--- src/rtl/rc4_search_coordinator_pkg.sv ---
// Shared types and defaults for the RC4 key-search coordinator.
// Holds the FSM state encoding and the default key geometry.
package rc4_search_pkg;

    localparam int KEY_WIDTH_DEFAULT   = 24;
    localparam int SEARCH_BITS_DEFAULT = 22;

    typedef enum logic [2:0] {
        ST_IDLE,
        ST_LAUNCH,
        ST_SEARCH,
        ST_FOUND,
        ST_EXHAUSTED
    } search_state_t;

    // A single core still needs a 1-bit index port.
    function automatic int idx_width(input int n);
        return (n > 1) ? $clog2(n) : 1;
    endfunction

endpackage

--- src/rtl/rc4_search_coordinator_if.sv ---
// Coordinator <-> decrypt-core bus: launch, slice bounds, halt, and per-core status.
// Launch/halt are single-level controls; status flags are sampled every cycle, no backpressure.
interface rc4_search_coordinator_if #(
    parameter int NUM_CORES = 4,
    parameter int KEY_WIDTH = 24
);
    logic [NUM_CORES-1:0]           core_start;
    logic [NUM_CORES*KEY_WIDTH-1:0] core_key_base;
    logic [NUM_CORES*KEY_WIDTH-1:0] core_key_limit;
    logic                           core_halt;
    logic [NUM_CORES-1:0]           core_found;
    logic [NUM_CORES-1:0]           core_not_found;
    logic [NUM_CORES*KEY_WIDTH-1:0] core_key;

    modport master (
        output core_start, core_key_base, core_key_limit, core_halt,
        input  core_found, core_not_found, core_key
    );

    modport slave (
        input  core_start, core_key_base, core_key_limit, core_halt,
        output core_found, core_not_found, core_key
    );
endinterface

--- src/rtl/rc4_search_coordinator_arb.sv ---
// Lowest-index-wins encoder over the per-core found flags.
// Latency: combinational. Backpressure: none.
module core_priority_arbiter
    import rc4_search_pkg::*;
#(
    parameter  int NUM_CORES = 4,
    localparam int IDX_W     = idx_width(NUM_CORES)
)(
    input  logic [NUM_CORES-1:0] req,
    output logic                 vld,
    output logic [IDX_W-1:0]     idx
);

    always_comb begin
        vld = |req;
        idx = '0;
        for (int i = NUM_CORES - 1; i >= 0; i--) begin
            if (req[i]) idx = IDX_W'(i);
        end
    end

endmodule

--- src/rtl/rc4_search_coordinator.sv ---
// Splits the key space across NUM_CORES cores, launches them, collects the first hit or exhaustion.
// Latency: start -> core_start 1 cycle; core_found -> found 1 cycle. No backpressure; start ignored while busy.
// Optional search-duration counter enabled by macro RC4_SEARCH_CYCLE_COUNT_EN.
module rc4_search_coordinator
    import rc4_search_pkg::*;
#(
    parameter  int NUM_CORES   = 4,
    parameter  int KEY_WIDTH   = KEY_WIDTH_DEFAULT,
    parameter  int SEARCH_BITS = SEARCH_BITS_DEFAULT,
    localparam int IDX_W       = idx_width(NUM_CORES)
)(
    input  logic                          clock,
    input  logic                          reset_n,
    input  logic                          start,
    rc4_search_coordinator_if.master      cores,
    output logic                          busy,
    output logic                          found,
    output logic                          not_found,
    output logic [KEY_WIDTH-1:0]          found_key,
    output logic [IDX_W-1:0]              found_core,
    output logic [31:0]                   search_cycles
);

    localparam logic [63:0] SLICE = (64'd1 << SEARCH_BITS) / 64'(NUM_CORES);

    search_state_t        state;
    logic [NUM_CORES-1:0] done_mask;
    logic [NUM_CORES-1:0] done_next;
    logic                 arb_vld;
    logic [IDX_W-1:0]     arb_idx;

    // Slice bounds are elaboration-time constants.
    for (genvar g = 0; g < NUM_CORES; g++) begin : g_slice
        localparam logic [63:0] BASE  = 64'(g) * SLICE;
        localparam logic [63:0] LIMIT = BASE + SLICE - 64'd1;
        assign cores.core_key_base [g*KEY_WIDTH +: KEY_WIDTH] = BASE[KEY_WIDTH-1:0];
        assign cores.core_key_limit[g*KEY_WIDTH +: KEY_WIDTH] = LIMIT[KEY_WIDTH-1:0];
    end

    core_priority_arbiter #(.NUM_CORES(NUM_CORES)) u_arb (
        .req (cores.core_found),
        .vld (arb_vld),
        .idx (arb_idx)
    );

    assign done_next = done_mask | cores.core_not_found;

    always_ff @(posedge clock) begin
        if (!reset_n) begin
            state            <= ST_IDLE;
            done_mask        <= '0;
            found_key        <= '0;
            found_core       <= '0;
            cores.core_start <= '0;
            cores.core_halt  <= 1'b0;
            busy             <= 1'b0;
            found            <= 1'b0;
            not_found        <= 1'b0;
        end else begin
            cores.core_start <= '0;
            unique case (state)
                ST_IDLE, ST_FOUND, ST_EXHAUSTED: begin
                    if (start) begin
                        state            <= ST_LAUNCH;
                        cores.core_start <= '1;
                        cores.core_halt  <= 1'b0;
                        busy             <= 1'b1;
                        found            <= 1'b0;
                        not_found        <= 1'b0;
                    end
                end
                ST_LAUNCH: begin
                    state     <= ST_SEARCH;
                    done_mask <= '0;
                end
                ST_SEARCH: begin
                    done_mask <= done_next;
                    // A hit outranks a simultaneous final exhaustion.
                    if (arb_vld) begin
                        state           <= ST_FOUND;
                        found_key       <= cores.core_key[int'(arb_idx)*KEY_WIDTH +: KEY_WIDTH];
                        found_core      <= arb_idx;
                        found           <= 1'b1;
                        busy            <= 1'b0;
                        cores.core_halt <= 1'b1;
                    end else if (&done_next) begin
                        state           <= ST_EXHAUSTED;
                        not_found       <= 1'b1;
                        busy            <= 1'b0;
                        cores.core_halt <= 1'b1;
                    end
                end
                default: state <= ST_IDLE;
            endcase
        end
    end

`ifdef RC4_SEARCH_CYCLE_COUNT_EN
    logic [31:0] cycle_cnt;

    always_ff @(posedge clock) begin
        if (!reset_n) begin
            cycle_cnt <= '0;
        end else if (state == ST_LAUNCH) begin
            cycle_cnt <= '0;
        end else if (state == ST_SEARCH && cycle_cnt != 32'hFFFF_FFFF) begin
            cycle_cnt <= cycle_cnt + 32'd1;
        end
    end

    assign search_cycles = cycle_cnt;
`else
    assign search_cycles = '0;
`endif

endmodule
--- src/flat_wrapper.sv ---
// flat-port wrapper written by rule: the top's interface ports become plain ports
module rc4_search_coordinator_flat import rc4_search_pkg::*;
#(
    parameter  int NUM_CORES   = 4,
    parameter  int KEY_WIDTH   = KEY_WIDTH_DEFAULT,
    parameter  int SEARCH_BITS = SEARCH_BITS_DEFAULT,
    localparam int IDX_W       = idx_width(NUM_CORES)
)
  (clock, reset_n, start, busy, found, not_found, found_key, found_core, search_cycles, cores_core_start, cores_core_key_base, cores_core_key_limit, cores_core_halt, cores_core_found, cores_core_not_found, cores_core_key);
  rc4_search_coordinator_if #(.NUM_CORES(NUM_CORES), .KEY_WIDTH(KEY_WIDTH)) cores_i ();
  input  logic clock;
  input  logic reset_n;
  input  logic start;
  output logic busy;
  output logic found;
  output logic not_found;
  output logic [KEY_WIDTH-1:0] found_key;
  output logic [IDX_W-1:0] found_core;
  output logic [31:0] search_cycles;
  output wire logic [$bits(cores_i.core_start)-1:0] cores_core_start;
  output wire logic [$bits(cores_i.core_key_base)-1:0] cores_core_key_base;
  output wire logic [$bits(cores_i.core_key_limit)-1:0] cores_core_key_limit;
  output wire logic [$bits(cores_i.core_halt)-1:0] cores_core_halt;
  input wire logic [$bits(cores_i.core_found)-1:0] cores_core_found;
  input wire logic [$bits(cores_i.core_not_found)-1:0] cores_core_not_found;
  input wire logic [$bits(cores_i.core_key)-1:0] cores_core_key;
  assign cores_core_start = cores_i.core_start;
  assign cores_core_key_base = cores_i.core_key_base;
  assign cores_core_key_limit = cores_i.core_key_limit;
  assign cores_core_halt = cores_i.core_halt;
  assign cores_i.core_found = cores_core_found;
  assign cores_i.core_not_found = cores_core_not_found;
  assign cores_i.core_key = cores_core_key;
  rc4_search_coordinator #(.NUM_CORES(NUM_CORES), .KEY_WIDTH(KEY_WIDTH), .SEARCH_BITS(SEARCH_BITS)) u_core (.clock(clock), .reset_n(reset_n), .start(start), .cores(cores_i), .busy(busy), .found(found), .not_found(not_found), .found_key(found_key), .found_core(found_core), .search_cycles(search_cycles));
endmodule
--- config.mk ---
export PLATFORM = sky130hd
export DESIGN_NAME = rc4_search_coordinator_flat
export DESIGN_NICKNAME = d
export VERILOG_FILES = /design/src/rtl/rc4_search_coordinator_pkg.sv /design/src/rtl/rc4_search_coordinator_if.sv /design/src/rtl/rc4_search_coordinator_arb.sv /design/src/rtl/rc4_search_coordinator.sv /design/src/flat_wrapper.sv
export SDC_FILE = /design/constraint.sdc
export NUM_CORES = 1
export LEC_CHECK = 0
export ABC_AREA = 0
export ABC_CLOCK_PERIOD_IN_PS = 1850
export CAP_MARGIN = 20
export CORE_AREA = 2 2 143 145
export CTS_CLUSTER_SIZE = 28
export DETAILED_ROUTE_END_ITERATION = 16
export DIE_AREA = 0 0 145 147
export GPL_TIMING_DRIVEN = 1
export HOLD_SLACK_MARGIN = 0.06
export PLACE_DENSITY = 0.54
export SYNTH_ARGS = -nofsm -noshare
export SYNTH_HDL_FRONTEND = slang
export SYNTH_SLANG_ARGS = --single-unit
--- constraint.sdc ---
create_clock -name clock -period 1.85 [get_ports clock]
set_input_delay 0.37 -clock clock [delete_from_list [all_inputs] [get_ports clock]]
set_output_delay 0.37 -clock clock [all_outputs]
set_load 0.005 [all_outputs]
# Yosys cells after proc, flatten, opt, wreduce, memory -nomap -nowiden
# Cells that the tools add are included.
[totals]
ff_bits = 41
output_inout_bits = 258
[op_classes]
n_mul = 1
eq_ne = 9
shifts = 1
mux = 22
bitwise = 1
reduce_logical = 12
[op_table]
columns = ["operator", "count"]
rows = [
  ["variable part select 96 x 32 -> 24 bit", 1],
  ["2-to-1 mux 3 bit", 3],
  ["case mux 3 bit (3 select lines)", 1],
  ["2-to-1 mux 1 bit", 8],
  ["2-to-1 mux 2 bit", 4],
  ["case mux 1 bit (2 select lines)", 4],
  ["case mux 4 bit (2 select lines)", 1],
  ["AND reduction 4 bit", 2],
  ["equality test 3 x 2 -> 1 bit, second input constant", 2],
  ["AND reduction 2 bit", 3],
  ["AND reduction 3 bit", 2],
  ["multiplier 2 x 2 -> 4 bit, second input constant", 1],
  ["2-to-1 mux 4 bit", 1],
  ["inequality test 2 x 1 -> 1 bit, second input constant", 2],
  ["inequality test 2 bit, second input constant", 2],
  ["OR 4 bit", 1],
  ["nonzero test 2 bit", 2],
  ["OR reduction 4 bit", 1],
  ["equality test 3 x 1 -> 1 bit, second input constant", 1],
  ["equality test 3 bit, second input constant", 1],
  ["logical NOT 3 bit", 1],
  ["inequality test 3 x 1 -> 1 bit, second input constant", 1],
  ["OR reduction 3 bit", 1],
]

# Longest topological paths before layout
# Gate-level depths: netlist (run 1).
[depth]
word_depth = 6
depth_mapped = 7
ltp_nobuf = 4

# Modules after synthesis
# Synthesis (run 1) repeated with hierarchy kept, for this count alone.
[unflattened]
cells_unflattened = 394
area_unflattened_um2 = 3757.4
[by_module_without_submodules]
columns = ["module", "instances", "cells_per_inst", "area_per_inst_um2", "seq_area_each_um2"]
rows = [
  ["rc4_search_coordinator", 1, 387, 3722.3, 760.7],
  ["core_priority_arbiter", 1, 7, 35.0, 0.0],
]

# Worst setup path before layout (run 1)
# Ideal clock, no wire load.
[synth_path]
path_kind = "input port to flip-flop"
start = "in cores_core_found[0]"
end = "reg u_core.found_key[10]"
setup_time_ns = 0.130
arrival_ns = 1.387
slack_ns = 0.333
cell_stages = 6
path_buffers = 3
cell_sequence = "buf_2 or3_1 buf_2 buf_6 o22ai_2 o32ai_2"
[synth_between]
elab_chain_len = 3
word_cells_on_any_way = 5
cone_classes = "mul: 1; shift: 1; mux: 1; reduce/logical: 2"
[synth_rtl]
columns = ["element", "line_no", "rtl"]
rows = [
  ["start: declaration", "flat_wrapper.sv:24", "input wire logic [$bits(cores_i.core_found)-1:0] cores_core_found;"],
  ["2-to-1 mux 2 bit", "rc4_search_coordinator_arb.sv:18", "if (req[i]) idx = IDX_W'(i);"],
  ["multiplier 2 x 2 -> 4 bit", "rc4_search_coordinator.sv:81", "found_key <= cores.core_key[int'(arb_idx)*KEY_WIDTH +: KEY_WIDTH];"],
  ["variable part select 96 x 32 -> 24 bit", "rc4_search_coordinator.sv:81", ""],
  ["end signal: assignment", "rc4_search_coordinator.sv:81", ""],
  ["end: declaration", "rc4_search_coordinator.sv:19", "output logic [KEY_WIDTH-1:0] found_key,"],
]
# Parallel ways exist; a longest one is shown, timed or not.
# A chain may end at the register's enable or synchronous reset.

# Worst setup path in the final report (run 1)
[layout_path]
start = "in cores_core_found[2]"
end = "reg u_core.found_key[3]"
[layout_between]
elab_chain_len = 5
word_cells_on_any_way = 7
cone_classes = "mul: 1; shift: 1; mux: 3; reduce/logical: 2"
[layout_rtl]
columns = ["element", "line_no"]
rows = [
  ["2-to-1 mux 2 bit (3 in series)", "rc4_search_coordinator_arb.sv:18"],
  ["multiplier 2 x 2 -> 4 bit", "rc4_search_coordinator.sv:81"],
  ["variable part select 96 x 32 -> 24 bit", "rc4_search_coordinator.sv:81"],
]
# Parallel ways exist; a longest one is shown, timed or not.

==> flow_summary.yaml, run 1 <==
power:
  seqPwrFrac_pct: 31.2
  p_per_area_nw_per_um2: 558
  p_sw_share_pct: 31.1
  p_total_w: 0.00300
  clkPwrFrac_pct: 34.8
  peakVddDrop_mv: 0.291
  power_leakage_nw: 2.27
  p_int_w: 0.00207
  switching_power_w: 0.000935
  p_comb_share_pct: 34.1
drt:
  via_per_inst: 3.56
  dr_total_vias: 3222
  drc: 0
  routedWlPerCell_um: 14.0
  detail-route-antenna-nets: 0
  firstDrtPassIters: 6
  routed_wl_um: 12700
  drt-initial-drc-count: 78
cells_and_area:
  syn2layout_area_growth_pct: 31.3
  finish.utilization_pct: 27.1
  drive_gt1_share_pct: 15.0
  nets: 740
  final_common_cell: "conb_1"
  diodes: 0
  postLayoutCellArea_um2: 5380
  final_cell_mix: "224 x conb_1, 139 x clkdlybuf4s50_1, 38 x dfxtp_1"
clock_tree:
  cts_max_path_buffers: 2
  numCtsBuffers: 5
  clk_latency_ps: 290
  htreeDepth: 2
  clockRootBuffer: "clkbuf_16"
  cts_tree: "built"
  clkSinkCount: 38
  cts_resized: 0
  cts_setup_buffers: 0
  cts_hold_buf: 0
  path_clk_slew_ps: 60
floorplan:
  core_area_um2: 19800
  dieArea_um2: 21300
  chipHeight_um: 147
  die_w_um: 145
  initial_core_util_pct: 20.6
  placementRows: 52
  num_io_pins: 365
synth:
  synthesis.area_um2: 4090
  synthCells: 481
  seq_area_frac_synth_pct: 18.6
  synth.distinct_cells: 38
  yosysTopAreaCell: "buf_4"
  syn_area_per_cell_um2: 8.51
  synth_top_area_share_pct: 41.8
  ys_ff_latch: 38
  yosysWarnings: 0
  synthTopCellsByArea: "buf_4 42%, dfxtp_1 19%, o32ai_2 7.9%, o22ai_2 6.1%, o31ai_1 4.4%"
critical_path:
  ff2ff_setup_slack_ps: 300
  crit_fanout: 12
  worstPathRequired_ps: 2020
  worstSetupPathDepth: 6
  crit_chain: "clkdlybuf4s50_1, nand2b_1, or3_2, buf_4, o22ai_1, o32ai_1"
  slowest_stage: "or3_2"
  cp_num_buf_inv: 2
  crit_type: "input port to flip-flop"
  end_kind: "flip-flop"
  cpPeakStageDelay_ps: 450
  path_delay_family: "buffers and inverters"
  critPathCapture: "u_core.found_key[3]$_SDFFE_PN0P_"
  r2r_end: "u_core.found_key[1]$_SDFFE_PN0P_"
  worstReg2RegStart: "u_core.state[0]$_SDFFE_PN0P_"
  critPathLaunchType: "input port"
  r2r_cells: 5
  critPathArrivalTime_ps: 1930
  setup.worst_path.start: "cores_core_found[2]"
sta:
  finalSetupViolations: 0
  rsz0062_at_grt: "false"
  period_needed_ps: 1760
  slew_viol_final: 0
  fmax_ghz: 0.568
  fin_crit_sh_pct: 95.2
  fin_worst_skew_ps: 4.24
  layout_setup_ws_ps: 89.6
  fin_tns_setup_ps: 0
  hold_viol: 0
place:
  gp_congestion: 0.743
  io_buffers: 140
  placed_area_um2: 5200
  hpwlAfterDp_um: 9900
  dp_slack_ps: -297
global_route:
  grt_max_degree: 25
  grtUsageTotal_pct: 11.0
  grt_pass1_wl_um: 17600
  antenna_found_initial: 1
  grt_overflow: 0
  grt_pass1_vias: 2808
outcome:
  status: "completed"
run:
  max_cap_viol_count: 0
worst_hold_path:
  min_path_type: "flip-flop to flip-flop"
cells in the mapped netlist:
library cell    n
o32ai_1         4
or3_1          25
a211oi_1        1
nand2_1        30
and3b_1         1
nor3b_2         1
a221oi_1        1
dfxtp_1        38
nor4bb_1        1
nor2_1         14
o32ai_2        20
o211ai_1        1
conb_1          2
inv_2           1
nand2b_1        1
nand2_4         1
o31ai_1        24
o22ai_1         6
buf_2          12
or3b_4          1
a21oi_2         1
clkbuf_1        9
o22ai_2        20
nor3_1          3
buf_6           4
nor4_4          1
nor2b_1         1
a31oi_1         1
buf_4         228
o21ai_1         2
mux2_2          1
a21oi_1        10
inv_1           2
o21a_1          5
mux2i_1         1
nor2_8          1
nor3b_1         1
o21ai_0         5
layer usage:
layer	vias up	routed length (um)	part of all wire [%]	global-route usage [%]
li1	1511	-	-	-
met1	1495	5110	40	13.3
met2	202	6240	49	18.8
met3	12	1160	9.1	3.85
met4	2	144	1.1	2.77
met5	-	13	0.10	0
worst register-to-register path: stages, from the launching register on:
cell,delay [ps]
dfxtp_1,320
or3b_4,430
nor2_8,150
nand2_4,90
buf_12,170
o32ai_1,290
worst min-delay path by stage:
stage	startpoint	to	slack [ps]	cells past startpoint
2_1_floorplan	u_core.busy$_SDFFE_PN0P_	u_core.busy$_SDFFE_PN0P_	460	2
3_3_place_gp	u_core.found_key[2]$_SDFFE_PN0P_	u_core.found_key[2]$_SDFFE_PN0P_	470	2
3_5_place_dp	u_core.found_key[2]$_SDFFE_PN0P_	u_core.found_key[2]$_SDFFE_PN0P_	470	2
4_1_cts	u_core.found_key[2]$_SDFFE_PN0P_	u_core.found_key[2]$_SDFFE_PN0P_	480	2
5_1_grt	u_core.found_key[2]$_SDFFE_PN0P_	u_core.found_key[2]$_SDFFE_PN0P_	490	2
6_report	u_core.found_key[2]$_SDFFE_PN0P_	u_core.found_key[2]$_SDFFE_PN0P_	480	2
power by group through the flow:
stage	clock network (W)	logic, W	registers [W]
final	0.00104	0.00102	0.000935
after global placement	0	0.00102	0.000954
after CTS	0.00108	0.00102	0.000935
after global routing	0.00111	0.00111	0.000942
after floorplan	0	0.000813	0.000950
after detailed placement	0	0.00102	0.000953
cell type report:
class                           instances  area [um2]
Fill cell                            2148       14500
Multi-Input combinational cell        409        2320
Timing Repair Buffer                  176        1770
Sequential cell                        38         761
Tap cell                              270         338
Clock buffer                            5         125
Clock inverter                          3        45.0
Inverter                                3        11.3
cells by family after synthesis:
group / Yosys count / synth area share (%)
buffers and inverters: 256 / 45.5
AO/OA/AOI/OAI: 101 / 24.2
AND/OR/NAND/NOR: 82 / 11.0
flip-flops: 38 / 18.6
multiplexers: 2 / 0.520
other: 2 / 0.183
state kept, by name, indices dropped and copies added (netlist names):
signal                   flops
u_core.done_mask             4
u_core.found_core            2
u_core.cores.core_halt       1
u_core.found_key            24
u_core.cores.core_start      1
u_core.state                 3
u_core.found                 1
u_core.not_found             1
u_core.busy                  1
metrics by stage:
stage               hold slack (ps)  std cells
finish                          476        904
global route                    493        904
global placement                467        896
floorplan                       455        703
CTS                             480        904
detailed placement              466        896
Power figures use the tool's default switching activity.
==> run 2: changes to the inputs <==
--- a/config.mk
+++ b/config.mk
@@ -7,7 +7,7 @@
 export LEC_CHECK = 0
 export ABC_AREA = 0
 export ABC_CLOCK_PERIOD_IN_PS = 1850
-export CAP_MARGIN = 20
+export CAP_MARGIN = 40
 export CORE_AREA = 2 2 143 145
 export CTS_CLUSTER_SIZE = 28
 export DETAILED_ROUTE_END_ITERATION = 16
@@ -15,6 +15,7 @@
 export GPL_TIMING_DRIVEN = 1
 export HOLD_SLACK_MARGIN = 0.06
 export PLACE_DENSITY = 0.54
+export SKIP_CTS_REPAIR_TIMING = 1
 export SYNTH_ARGS = -nofsm -noshare
 export SYNTH_HDL_FRONTEND = slang
 export SYNTH_SLANG_ARGS = --single-unit
==> results of run 2 <==
Same layout as run 1: the final DEF is identical, and so are final timing and power.
==> variant: new RTL, settings of run 2 <==
Add a define of `RC4_SEARCH_CYCLE_COUNT_EN`.
--- a/src/rtl/rc4_search_coordinator.sv
+++ b/src/rtl/rc4_search_coordinator.sv
@@ -1,6 +1,8 @@
 // Splits the key space across NUM_CORES cores, launches them, collects the first hit or exhaustion.
 // Latency: start -> core_start 1 cycle; core_found -> found 1 cycle. No backpressure; start ignored while busy.
 // Optional search-duration counter enabled by macro RC4_SEARCH_CYCLE_COUNT_EN.
+`define RC4_SEARCH_CYCLE_COUNT_EN
+
 module rc4_search_coordinator
     import rc4_search_pkg::*;
 #(
Function: changed (Yosys sat finds a counterexample within 4 cycles, from zero or initial values and one cycle with reset_n low).
==> variant against run 2 <==
  * First-iteration DRC count rose by 90%
  * Worst setup slack got worse by 0.088 ns
  * Combinational power rose by 11%
  * Routed wire length rose by 10%
  * Area after synthesis rose by 25%
  * Final area rose by 38%
  * Critical path depth did not move
  * Synthesized cell count rose by 28%
  * Sequential cell count rose by 32
  * Clock power rose by 83%
  * Total power rose by 56%
  * Worst hold slack got worse by 0.024 ns
  * Critical path type is now flop to flop
  * Largest power group unchanged
==> variant: results (changes against run 2) <==
- Avg Inst Size Synth: 8.35 um^2 (was 8.51 um^2)
- Largest net degree at the start of global routing: 27 (was 25)
- Nets: 951 (was 740)
- Place WS: -0.338 ns (was -0.297 ns)
- Comb power: 1.13 mW (was 1.02 mW)
- Total wire length: 13,900 um (was 12,700 um)
- Synth Area in Adders: 0.244% (was 0%)
- Final Core Density: 37.3% (was 27.1%)
- DP Area: 6930 um^2 (was 5200 um^2)
- Met1 wire length: 5370 um (was 5110 um)
- Non-clock buffers: 247 (was 176)
- VDD IR max: 404 uV (was 291 uV)
- Sequential cell area: 1410 um^2 (was 761 um^2)
- Initial antenna violation count: 0 (was 1)
- Htree depth: 3 (was 2)
- Share of post-route cells with drive strength above 1: 17.2% (was 15.0%)
- Top Layer Used: met4 (was met5)
- Wire length on met2: 7370 um (was 6240 um)
- Crit-path slowest cell: nor4_4 (was or3_2)
- CTS Buf Count: 9 (was 5)
- Mux cell area share after synthesis: 10.9% (was 0.520%)
- Hpwl dp: 11,400 um (was 9900 um)
- Setup crit end: u_core.search_cycles[29] (was u_core.found_key[3])
- DRT iter0 DRCs: 148 (was 78)
- Layout clock buffers: 10 (was 5)
- Status: completed (unchanged)
- Slack of the critical path: 0.00133 ns (was 0.0896 ns)
- Vias in the first global route: 3,990 (was 2,808)
- Post-synthesis cell type count: 45 (was 38)
- Multi-input combinational area share: 40.0% (was 43.2%)
- First-pass GRT wire length: 20,800 um (was 17,600 um)
- DR WL/cell: 12.5 um (was 14.0 um)
- Xor and xnor area share after synthesis: 0.512% (was 0%)
- Sw Pwr: 1.25 mW (was 935 uW)
- GPL Wtd Cong: 0.741 (was 0.743)
- Metal3 WL: 998 um (was 1160 um)
- Clock buf/inv share: 4.34% (was 3.17%)
- Clk_skew: 0.00747 ns (was 0.00424 ns)
- #MultiIn Comb: 513 (was 409)
- Area contributors post-synth: buf_4, dfxtp_1, mux4_2, nand2_1, nand3_1 (was buf_4, dfxtp_1, o32ai_2, o22ai_2, o31ai_1)
- Leakage: 3.12 nW (was 2.27 nW)
- Worst Hold Launch: u_core.found_key[7] (was u_core.found_key[2])
- Seq. pwr: 1.67 mW (was 935 uW)
- Largest register FFs: 32 (was 24)
- Total track usage: 12.3% (was 11.0%)
- Worst-path fanout max: 6 (was 12)
- Synth Area in Compound Gates: 9.99% (was 24.2%)
- Buffer share of cell area: 32.0% (was 33.0%)
- Multi-input gate area: 2960 um^2 (was 2320 um^2)
- Seq/Total Area, Yosys: 27.3% (was 18.6%)
==> variant: cell count changes after synthesis, moves of 7 or more <==
| cell | before | now |
|---|---|---|
| a21oi_1 | 10 | 38 |
| buf_2 | 12 | 5 |
| buf_4 | 228 | 195 |
| clkbuf_1 | 9 | 18 |
| dfxtp_1 | 38 | 70 |
| mux4_2 | 0 | 24 |
| nand2_1 | 30 | 69 |
| nand3_1 | 0 | 39 |
| nand4_1 | 0 | 12 |
| nor2_1 | 14 | 27 |
| o21ai_0 | 5 | 29 |
| o22ai_2 | 20 | 0 |
| o31ai_1 | 24 | 2 |
| o32ai_2 | 20 | 0 |
==> variant: per-layer routing <==
metal,global-route usage [%],vias to the layer above
met5,0,-
met4,4.21,0
met3,3.32,11
met2,22.3,199
met1,14.0,2064
li1,-,2209
==> variant: critical path: cells and delay by family, from the launching register on <==
kind | cells | cell delay (ns)
AND/OR/NAND/NOR | 4 | 1.11
flip-flops | 1 | 0.33
buffers and inverters | 1 | 0.22
AO/OA/AOI/OAI | 1 | 0.12
==> variant: cell families after synthesis <==
group / after synthesis
other: 2
AO/OA/AOI/OAI: 90
adder cells (fa/ha/maj): 1
XOR/XNOR: 3
buffers and inverters: 222
AND/OR/NAND/NOR: 201
multiplexers: 26
flip-flops: 70
==> variant: per-stage QoR <==
step	hold slack (ns)	total power [mW]
2_1_floorplan	0.437	2.50
5_1_grt	0.466	4.93
3_3_place_gp	0.443	2.80
3_5_place_dp	0.445	2.81
4_1_cts	0.455	4.74
6_report	0.452	4.69
==> variant: how the worst min path moves through the flow <==
stage,endpoint,cells after the start
after detailed placement,u_core.found_key[7],2
after floorplan,u_core.done_mask[2],2
final,u_core.found_key[7],2
after CTS,u_core.found_key[7],2
after global placement,u_core.found_key[20],2
after global routing,u_core.found_key[4],2
